[config.mk]
export PLATFORM = sky130hd
export DESIGN_NAME = mem_port_arbiter_flat
export DESIGN_NICKNAME = d
export VERILOG_FILES = /design/src/rtl/mem_port_arbiter_pkg.sv /design/src/rtl/mem_port_arbiter_if.sv /design/src/rtl/mem_port_arbiter_rr_arb2.sv /design/src/rtl/mem_port_arbiter.sv /design/src/flat_wrapper.sv
export SDC_FILE = /design/constraint.sdc
export NUM_CORES = 1
export LEC_CHECK = 0
export ABC_AREA = 1
export CAP_MARGIN = 20
export CORE_AREA = 2 2 203 205
export CTS_BUF_LIST = sky130_fd_sc_hd__clkbuf_8
export DETAILED_ROUTE_END_ITERATION = 10
export DIE_AREA = 0 0 205 207
export PLACE_DENSITY = 0.54
export SLEW_MARGIN = 10
export SYNTH_ARGS = -nofsm -noshare
export SYNTH_HDL_FRONTEND = slang
export SYNTH_SLANG_ARGS = --single-unit
[constraint.sdc]
create_clock -name clock -period 2.1 [get_ports clock]
set_clock_uncertainty 0.2 [all_clocks]
set_input_delay 0.21 -clock clock [delete_from_list [all_inputs] [get_ports clock]]
set_output_delay 0.21 -clock clock [all_outputs]
set_load 0.005 [all_outputs]
[src/rtl/mem_port_arbiter_pkg.sv]
// Shared encodings for the fetch / load-store memory port arbiter.
package mem_arb_pkg;

  typedef enum logic [1:0] {
    IDLE   = 2'd0,
    ACCESS = 2'd1,
    RESP   = 2'd2
  } state_e;

  typedef enum logic {
    OWN_IF = 1'b0,
    OWN_LS = 1'b1
  } owner_e;

  localparam logic [1:0] SZ_B = 2'b00;
  localparam logic [1:0] SZ_H = 2'b01;
  localparam logic [1:0] SZ_W = 2'b10;
  localparam logic [1:0] SZ_D = 2'b11;

endpackage

[src/rtl/mem_port_arbiter_if.sv]
// Requester and memory-side signals of the shared RAM port.
interface mem_port_arbiter_if #(
  parameter int ADDR_W = 64,
  parameter int DATA_W = 64
);
  logic              if_req;
  logic [ADDR_W-1:0] if_addr;
  logic              if_gnt;
  logic              if_valid;
  logic [DATA_W-1:0] if_rdata;

  logic              ls_req;
  logic              ls_we;
  logic [1:0]        ls_size;
  logic [ADDR_W-1:0] ls_addr;
  logic [DATA_W-1:0] ls_wdata;
  logic              ls_gnt;
  logic              ls_valid;
  logic [DATA_W-1:0] ls_rdata;

  logic              mem_en;
  logic              mem_we;
  logic [1:0]        mem_size;
  logic [ADDR_W-1:0] mem_addr;
  logic [DATA_W-1:0] mem_wdata;
  logic [DATA_W-1:0] mem_rdata;

  // Arbiter side.
  modport slave (
    input  if_req, if_addr, ls_req, ls_we, ls_size, ls_addr, ls_wdata, mem_rdata,
    output if_gnt, if_valid, if_rdata, ls_gnt, ls_valid, ls_rdata,
    output mem_en, mem_we, mem_size, mem_addr, mem_wdata
  );

  // Core + memory macro side.
  modport master (
    output if_req, if_addr, ls_req, ls_we, ls_size, ls_addr, ls_wdata, mem_rdata,
    input  if_gnt, if_valid, if_rdata, ls_gnt, ls_valid, ls_rdata,
    input  mem_en, mem_we, mem_size, mem_addr, mem_wdata
  );
endinterface

[src/rtl/mem_port_arbiter_rr_arb2.sv]
// Two-way round-robin pick between fetch and load/store.
module rr_arb2
  import mem_arb_pkg::*;
(
  input  logic   req_if,
  input  logic   req_ls,
  input  owner_e last_owner,
  output logic   any,
  output owner_e winner
);

  // On a tie the requester that did not own the last access wins.
  always_comb begin
    any    = req_if | req_ls;
    winner = OWN_IF;
    if (req_if && req_ls) winner = (last_owner == OWN_IF) ? OWN_LS : OWN_IF;
    else if (req_ls)      winner = OWN_LS;
  end

endmodule

[src/rtl/mem_port_arbiter.sv]
// Shares one single-ported RAM between fetch and load/store, sequencing each
// granted access through WAIT_CYCLES+1 enable cycles and a valid pulse.
module mem_port_arbiter
  import mem_arb_pkg::*;
#(
  parameter int ADDR_W      = 64,
  parameter int DATA_W      = 64,
  parameter int WAIT_CYCLES = 1
) (
  input  logic              clock,
  input  logic              reset,
  mem_port_arbiter_if.slave bus
);

  localparam logic [3:0] WAIT_INIT = 4'(WAIT_CYCLES);

  state_e            state_q, state_d;
  owner_e            owner_q, owner_d;
  owner_e            last_q, last_d;
  logic [3:0]        cnt_q, cnt_d;
  logic [ADDR_W-1:0] addr_q, addr_d;
  logic [DATA_W-1:0] wdata_q, wdata_d;
  logic              we_q, we_d;
  logic [1:0]        size_q, size_d;
  logic [DATA_W-1:0] if_rdata_q, if_rdata_d;
  logic [DATA_W-1:0] ls_rdata_q, ls_rdata_d;

  logic   arb_any;
  owner_e arb_win;

  rr_arb2 u_arb (
    .req_if     (bus.if_req),
    .req_ls     (bus.ls_req),
    .last_owner (last_q),
    .any        (arb_any),
    .winner     (arb_win)
  );

  // Next-state: arbitrate in IDLE, count wait states in ACCESS, pulse in RESP.
  always_comb begin
    state_d    = state_q;
    owner_d    = owner_q;
    last_d     = last_q;
    cnt_d      = cnt_q;
    addr_d     = addr_q;
    wdata_d    = wdata_q;
    we_d       = we_q;
    size_d     = size_q;
    if_rdata_d = if_rdata_q;
    ls_rdata_d = ls_rdata_q;
    case (state_q)
      IDLE: begin
        if (arb_any) begin
          state_d = ACCESS;
          owner_d = arb_win;
          cnt_d   = WAIT_INIT;
          if (arb_win == OWN_IF) begin
            addr_d  = bus.if_addr;
            wdata_d = '0;
            we_d    = 1'b0;
            size_d  = SZ_D;
          end else begin
            addr_d  = bus.ls_addr;
            wdata_d = bus.ls_we ? bus.ls_wdata : '0;
            we_d    = bus.ls_we;
            size_d  = bus.ls_size;
          end
        end
      end
      ACCESS: begin
        if (cnt_q != 4'd0) begin
          cnt_d = cnt_q - 4'd1;
        end else begin
          if (!we_q) begin
            if (owner_q == OWN_IF) if_rdata_d = bus.mem_rdata;
            else                   ls_rdata_d = bus.mem_rdata;
          end
          last_d  = owner_q;
          state_d = RESP;
        end
      end
      RESP:    state_d = IDLE;
      default: state_d = IDLE;
    endcase
  end

  // State and latch registers; reset leaves last_owner=LS so fetch wins first.
  always_ff @(posedge clock) begin
    if (reset) begin
      state_q    <= IDLE;
      owner_q    <= OWN_IF;
      last_q     <= OWN_LS;
      cnt_q      <= '0;
      addr_q     <= '0;
      wdata_q    <= '0;
      we_q       <= 1'b0;
      size_q     <= '0;
      if_rdata_q <= '0;
      ls_rdata_q <= '0;
    end else begin
      state_q    <= state_d;
      owner_q    <= owner_d;
      last_q     <= last_d;
      cnt_q      <= cnt_d;
      addr_q     <= addr_d;
      wdata_q    <= wdata_d;
      we_q       <= we_d;
      size_q     <= size_d;
      if_rdata_q <= if_rdata_d;
      ls_rdata_q <= ls_rdata_d;
    end
  end

  // Grant marks the first ACCESS cycle: the counter is still at its load value.
  assign bus.if_gnt    = (state_q == ACCESS) && (owner_q == OWN_IF) && (cnt_q == WAIT_INIT);
  assign bus.ls_gnt    = (state_q == ACCESS) && (owner_q == OWN_LS) && (cnt_q == WAIT_INIT);
  assign bus.if_valid  = (state_q == RESP) && (owner_q == OWN_IF);
  assign bus.ls_valid  = (state_q == RESP) && (owner_q == OWN_LS);
  assign bus.if_rdata  = if_rdata_q;
  assign bus.ls_rdata  = ls_rdata_q;
  assign bus.mem_en    = (state_q == ACCESS);
  assign bus.mem_we    = (state_q == ACCESS) && we_q;
  assign bus.mem_size  = size_q;
  assign bus.mem_addr  = addr_q;
  assign bus.mem_wdata = wdata_q;

endmodule

[src/flat_wrapper.sv]
// flat-port wrapper written by rule: the top's interface ports become plain ports
module mem_port_arbiter_flat import mem_arb_pkg::*;
#(
  parameter int ADDR_W      = 64,
  parameter int DATA_W      = 64,
  parameter int WAIT_CYCLES = 1
)
  (clock, reset, bus_if_req, bus_if_addr, bus_ls_req, bus_ls_we, bus_ls_size, bus_ls_addr, bus_ls_wdata, bus_mem_rdata, bus_if_gnt, bus_if_valid, bus_if_rdata, bus_ls_gnt, bus_ls_valid, bus_ls_rdata, bus_mem_en, bus_mem_we, bus_mem_size, bus_mem_addr, bus_mem_wdata);
  mem_port_arbiter_if #(.ADDR_W(ADDR_W), .DATA_W(DATA_W)) bus_i ();
  input  logic clock;
  input  logic reset;
  input wire logic [$bits(bus_i.if_req)-1:0] bus_if_req;
  input wire logic [$bits(bus_i.if_addr)-1:0] bus_if_addr;
  input wire logic [$bits(bus_i.ls_req)-1:0] bus_ls_req;
  input wire logic [$bits(bus_i.ls_we)-1:0] bus_ls_we;
  input wire logic [$bits(bus_i.ls_size)-1:0] bus_ls_size;
  input wire logic [$bits(bus_i.ls_addr)-1:0] bus_ls_addr;
  input wire logic [$bits(bus_i.ls_wdata)-1:0] bus_ls_wdata;
  input wire logic [$bits(bus_i.mem_rdata)-1:0] bus_mem_rdata;
  output wire logic [$bits(bus_i.if_gnt)-1:0] bus_if_gnt;
  output wire logic [$bits(bus_i.if_valid)-1:0] bus_if_valid;
  output wire logic [$bits(bus_i.if_rdata)-1:0] bus_if_rdata;
  output wire logic [$bits(bus_i.ls_gnt)-1:0] bus_ls_gnt;
  output wire logic [$bits(bus_i.ls_valid)-1:0] bus_ls_valid;
  output wire logic [$bits(bus_i.ls_rdata)-1:0] bus_ls_rdata;
  output wire logic [$bits(bus_i.mem_en)-1:0] bus_mem_en;
  output wire logic [$bits(bus_i.mem_we)-1:0] bus_mem_we;
  output wire logic [$bits(bus_i.mem_size)-1:0] bus_mem_size;
  output wire logic [$bits(bus_i.mem_addr)-1:0] bus_mem_addr;
  output wire logic [$bits(bus_i.mem_wdata)-1:0] bus_mem_wdata;
  assign bus_i.if_req = bus_if_req;
  assign bus_i.if_addr = bus_if_addr;
  assign bus_i.ls_req = bus_ls_req;
  assign bus_i.ls_we = bus_ls_we;
  assign bus_i.ls_size = bus_ls_size;
  assign bus_i.ls_addr = bus_ls_addr;
  assign bus_i.ls_wdata = bus_ls_wdata;
  assign bus_i.mem_rdata = bus_mem_rdata;
  assign bus_if_gnt = bus_i.if_gnt;
  assign bus_if_valid = bus_i.if_valid;
  assign bus_if_rdata = bus_i.if_rdata;
  assign bus_ls_gnt = bus_i.ls_gnt;
  assign bus_ls_valid = bus_i.ls_valid;
  assign bus_ls_rdata = bus_i.ls_rdata;
  assign bus_mem_en = bus_i.mem_en;
  assign bus_mem_we = bus_i.mem_we;
  assign bus_mem_size = bus_i.mem_size;
  assign bus_mem_addr = bus_i.mem_addr;
  assign bus_mem_wdata = bus_i.mem_wdata;
  mem_port_arbiter #(.ADDR_W(ADDR_W), .DATA_W(DATA_W), .WAIT_CYCLES(WAIT_CYCLES)) u_core (.clock(clock), .reset(reset), .bus(bus_i));
endmodule
# Yosys cells after proc, flatten, opt, wreduce, memory -nomap -nowiden

Index checks and enable logic that the tools add are counted.

Input bits: 263
Output and inout bits: 264
Logic and storage cells: 52
Register bits after elaboration: 267

Eq/ne operators: 6
Reduce and logical (&&, ||, !) cells: 17
Muxes and demuxes: 14
Bitwise gates (word level): 4
Add/sub/neg operators: 1

Operator list:

| operator                                               | number |
|---|---|
| two-way mux 64 bit                                     | 3 |
| logical AND 1 bit                                      | 8 |
| two-way mux 4 bit                                      | 2 |
| case mux 4 bit (2 select lines)                        | 1 |
| AND reduction 4 bit                                    | 2 |
| two-way mux 2 bit                                      | 3 |
| AND reduction 2 bit                                    | 3 |
| equality test 4 x 1 -> 1 bit (second input constant)   | 1 |
| two-way mux 1 bit                                      | 4 |
| inequality test 2 x 1 -> 1 bit (second input constant) | 2 |
| case mux 2 bit (2 select lines)                        | 1 |
| nonzero test 4 bit                                     | 1 |
| subtractor 4 x 1 -> 4 bit (second input constant)      | 1 |
| NOT 1 bit                                              | 3 |
| AND reduction 3 bit                                    | 1 |
| equality test 2 x 1 -> 1 bit (second input constant)   | 1 |
| equality test 2 bit (second input constant)            | 1 |
| zero test 2 bit                                        | 1 |
| inequality test 2 bit (second input constant)          | 1 |
| nonzero test 2 bit                                     | 1 |
| OR 1 bit                                               | 1 |

# Longest topological paths before layout

Word-level depth: 3
Gate-level depth with buffers: 10
Mapped depth without buffers: 8

# By module

Synthesis repeated with hierarchy kept, for this count alone.

Cell total of the unflattened synthesis: 1337
Area total of the unflattened synthesis: 10209.8 µm²

By module, submodules not included:

| module           | instances | seq. area each (µm²) | cells an instance | area each (µm²) |
|---|---|---|---|---|
| mem_port_arbiter | 1         | 5345.1               | 1334              | 10194.8 |
| rr_arb2          | 1         | 0.0                  | 3                 | 15.0 |

# Worst setup path after synthesis

Ideal clock, no wire load.

Kind: flip-flop to flip-flop
Start point: reg u_core.cnt_q[0]
End point: reg u_core.if_rdata_q[53], in the netlist u_core.bus.if_rdata[53]
Library setup time: 0.111 ns
Required time: 1.789 ns
Clock period less this slack: 1.581 ns
Buffers on the path: 1
Arrival time: 1.269 ns
Cell stages (with the launch flop): 9
Slack: 0.519 ns
Cells stage by stage: dfxtp_1 inv_1 ha_1 nand2_1 nor2_4 buf_2 nand3_1 nand2_1 nor2_1

Longest elaborated chain between the ends: 3

RTL lines:

| element                              | line                    | text |
|---|---|---|
| from (decl)                          | mem_port_arbiter.sv:20  | `logic [3:0] cnt_q, cnt_d;` |
| from (signal assigned)               | mem_port_arbiter.sv:104 | `cnt_q <= cnt_d;` |
| nonzero test 4 bit                   | mem_port_arbiter.sv:71  | `if (cnt_q != 4'd0) begin` |
| NOT 1 bit (no source line)           | -                       |  |
| AND reduction 4 bit (no source line) | -                       |  |
| to (signal assigned)                 | mem_port_arbiter.sv:109 | `if_rdata_q <= if_rdata_d;` |
| to (decl)                            | mem_port_arbiter.sv:25  | `logic [DATA_W-1:0] if_rdata_q, if_rdata_d;` |

Every way passes these cells.
A chain may end at the register's enable or synchronous reset.

# Worst setup path in the final report

Start point: reg u_core.cnt_q[2]
End point: out bus_if_gnt

Longest elaborated chain between the ends: 2

RTL lines:

| element                      | line                    | text |
|---|---|---|
| equality test 4 x 1 -> 1 bit | mem_port_arbiter.sv:115 | `assign bus.if_gnt = (state_q == ACCESS) && (owner_q == OWN_IF) && (cnt_q == WAIT_INIT);` |
| logical AND 1 bit            | mem_port_arbiter.sv:115 |  |
| to (decl)                    | flat_wrapper.sv:20      | `output wire logic [$bits(bus_i.if_gnt)-1:0] bus_if_gnt;` |

Every way passes these cells.

==> metrics.yaml <==
status: "completed"
ys_dominant_reg_cell: "dfxtp_1"
drv_slew: 0
clock-sinks: 267
synth-seq-cells: 267
wl_per_cell_um: 15.9
power_mw: 14.4
reg2reg_slack_ns: 0.16
critPathKind: "reg -> out"
dp.final_hpwl_um: 30600
ys_seq_area_frac: 0.484
insertion_delay_ns: 0.61
cp.arrival_ns: 1.62
crit_required_ns: 1.69
drt_first_iter_violations: 657
finalSetupTns_ns: 0
vias: 12291
antenna_found_initial: 0
overflow: 0
netlist.area_leader.share: 0.484
min-delay-path-class: "in -> reg"
synth.distinct_cells: 24
crit_path_cell_trace: "nor2_4 -> nand2_2 -> nor3_2 -> buf_4 -> buf_6"
grt_pass1_wl_um: 68100
fmax_ghz: 0.493
syn-mean-instance-area_um2: 6.83
die_area_mm2: 0.0424
intPower_mw: 10.0
layout_commonest_cell: "nand2_1"
seq_power_share: 0.402
netSwitchingPower_mw: 4.38
peakVddDrop_uv: 426
p_clk_frac: 0.332
grt_pass1_vias: 12180
ys.warnings.count: 0
leakage_nw: 7.79
core_area_mm2: 0.0404
mappedNetlistArea_mm2: 0.0110
dp_slack_ns: 0.00271
netlist_instances: 1615
tightestPinTransition_ns: 0.783
dp.cells: 2592
finish.utilization: 0.470
whs_ns: 0.0508
io_pins: 527
place_area_mm2: 0.0169
synth_area_leaders: "dfxtp_1, nand2_1, nor2_1, nand3_1, a21oi_1"
via_per_inst: 4.41
fin_crit_sh: 0.967
place_congestion: 0.833
ys_async_sr_fraction: 0
startpoint_type: "flop"
synth_nets: 1881
grt_max_degree: 136
cts_tree: "yes"
cp_slowest_cell: "dfxtp_2"
numCtsBuffers: 50
fin_cells: 2785
route.antenna.remaining_nets: 0
start_util: 0.273
die_w_um: 205
cts_max_level: 2
worst_setup_path_end_kind: "output pin"
register_area_mm2: 0.00535
design_area_mm2: 0.0190
final_cell_mix: "nand2_1, clkdlybuf4s50_1, nor2_1"
drt_wl_total_um: 44200
comb_power_share: 0.266
worst_slack_ns: 0.0697
yosysTopAreaCell: "dfxtp_1"
grt_usage: 0.202
synth_edf_count: 0
diodes: 0
clk_pin_slew_worst_paths_ns: 0.06
power_per_cell_area_mw_per_mm2: 759
cts-root-buf: "clkbuf_8"
layout.nets: 2486
setup_violations: 0
relSlewSlack: 0.478
die_y_um: 207
grt_setup_unrepaired: "true"
hold_violations: 0
power.share.switching: 0.304
crit_fanout: 5
area_growth_pct: 72.0
multiInputGateArea_mm2: 0.00488
drv_cap: 0
fill_cells: 4110
drtPass1Iterations: 5
layout_min_cycle_time_ns: 2.03
row_count: 74
port_buffers: 526
max_stage_delay_ns: 0.35
ctsLongestPathBuffers: 3
drc: 0
drive_above_1_share: 0.0590
[synth_stat cells, types with 2 or more instances]
cell type,count
nor2_2,2
nand2_1,529
inv_1,75
buf_2,42
nand3_1,198
nor2_1,270
nor3_1,3
nor2_4,2
buf_4,20
ha_1,3
a21oi_1,134
buf_1,22
inv_2,2
nand2_2,2
clkbuf_1,33
o21ai_0,4
dfxtp_1,267
[critical path, delay by kind of cell (launching register included)]
family        cells  cell delay [ns]
buf+inv           2             0.25
flops             1             0.35
simple gates      3             0.41
[flip-flops by register name, summed over array words and instances, names as in the netlist]
register / cells
u_core.bus.if_rdata: 64
u_core.bus.ls_rdata: 64
u_core.bus.mem_addr: 64
u_core.bus.mem_wdata: 64
u_core.cnt_q: 4
u_core.bus.mem_size: 2
u_core.state_q: 2
u_core.last_q: 1
u_core.owner_q: 1
u_core.we_q: 1
[power groups by stage]
stage	clock (mW)	sequential (mW)	combinational (mW)
5_1_grt	5.20	5.85	4.22
3_3_place_gp	0	5.87	3.67
3_5_place_dp	0	5.88	3.67
6_report	4.78	5.79	3.83
4_1_cts	4.94	5.78	3.85
2_1_floorplan	0	5.90	1.59
[cell type report]
type	instances	share of cell area
clock buffer	59	0.0428
clock inverter	26	0.00607
inverter	79	0.0160
multi-input combinational	1151	0.257
sequential	267	0.282
tap	532	0.0351
timing repair buffer	671	0.361
[final timing paths]
check                                                          start                                   end  cells after the start
worst max-delay path                    u_core.cnt_q[2]$_SDFFE_PP0P_                            bus_if_gnt                      5
worst min-delay path                                 bus_if_addr[38]  u_core.bus.mem_addr[38]$_SDFFE_PP0P_                      5
worst max register to register          u_core.cnt_q[0]$_SDFFE_PP0P_  u_core.bus.if_rdata[50]$_SDFFE_PP0P_                      8
worst min register to register  u_core.bus.mem_wdata[5]$_SDFFE_PP0P_  u_core.bus.mem_wdata[5]$_SDFFE_PP0P_                      2
[metal layers]
layer	share of wire	global-route usage	vias up
met1	0.40	0.231	5545
li1	-	-	6255
met2	0.48	0.346	436
met5	0	0	-
met4	0.025	0.0645	0
met3	0.091	0.0758	55
[logic make-up (layout without fill, tap and decap cells)]
| logic type | count (synthesis) | in the layout | share of synthesized area |
|---|---|---|---|
| adder cells (fa/ha/maj) | 3 | 3 | 0.00340 |
| buffers and inverters | 197 | 835 | 0.0795 |
| AO/OA/AOI/OAI | 139 | 139 | 0.0634 |
| flip-flops | 267 | 267 | 0.484 |
| AND/OR/NAND/NOR | 1009 | 1009 | 0.369 |
[repair_timing]
action / 4_1_cts / 5_1_grt
pin swaps: 0 / 3
gates resized for setup: 16 / 20
hold buffers: 106 / 0
hold endpoints to repair: 132 / 0
buffers inserted: 0 / 2
setup endpoints to repair: 6 / 5
Power figures use the tool's default switching activity.
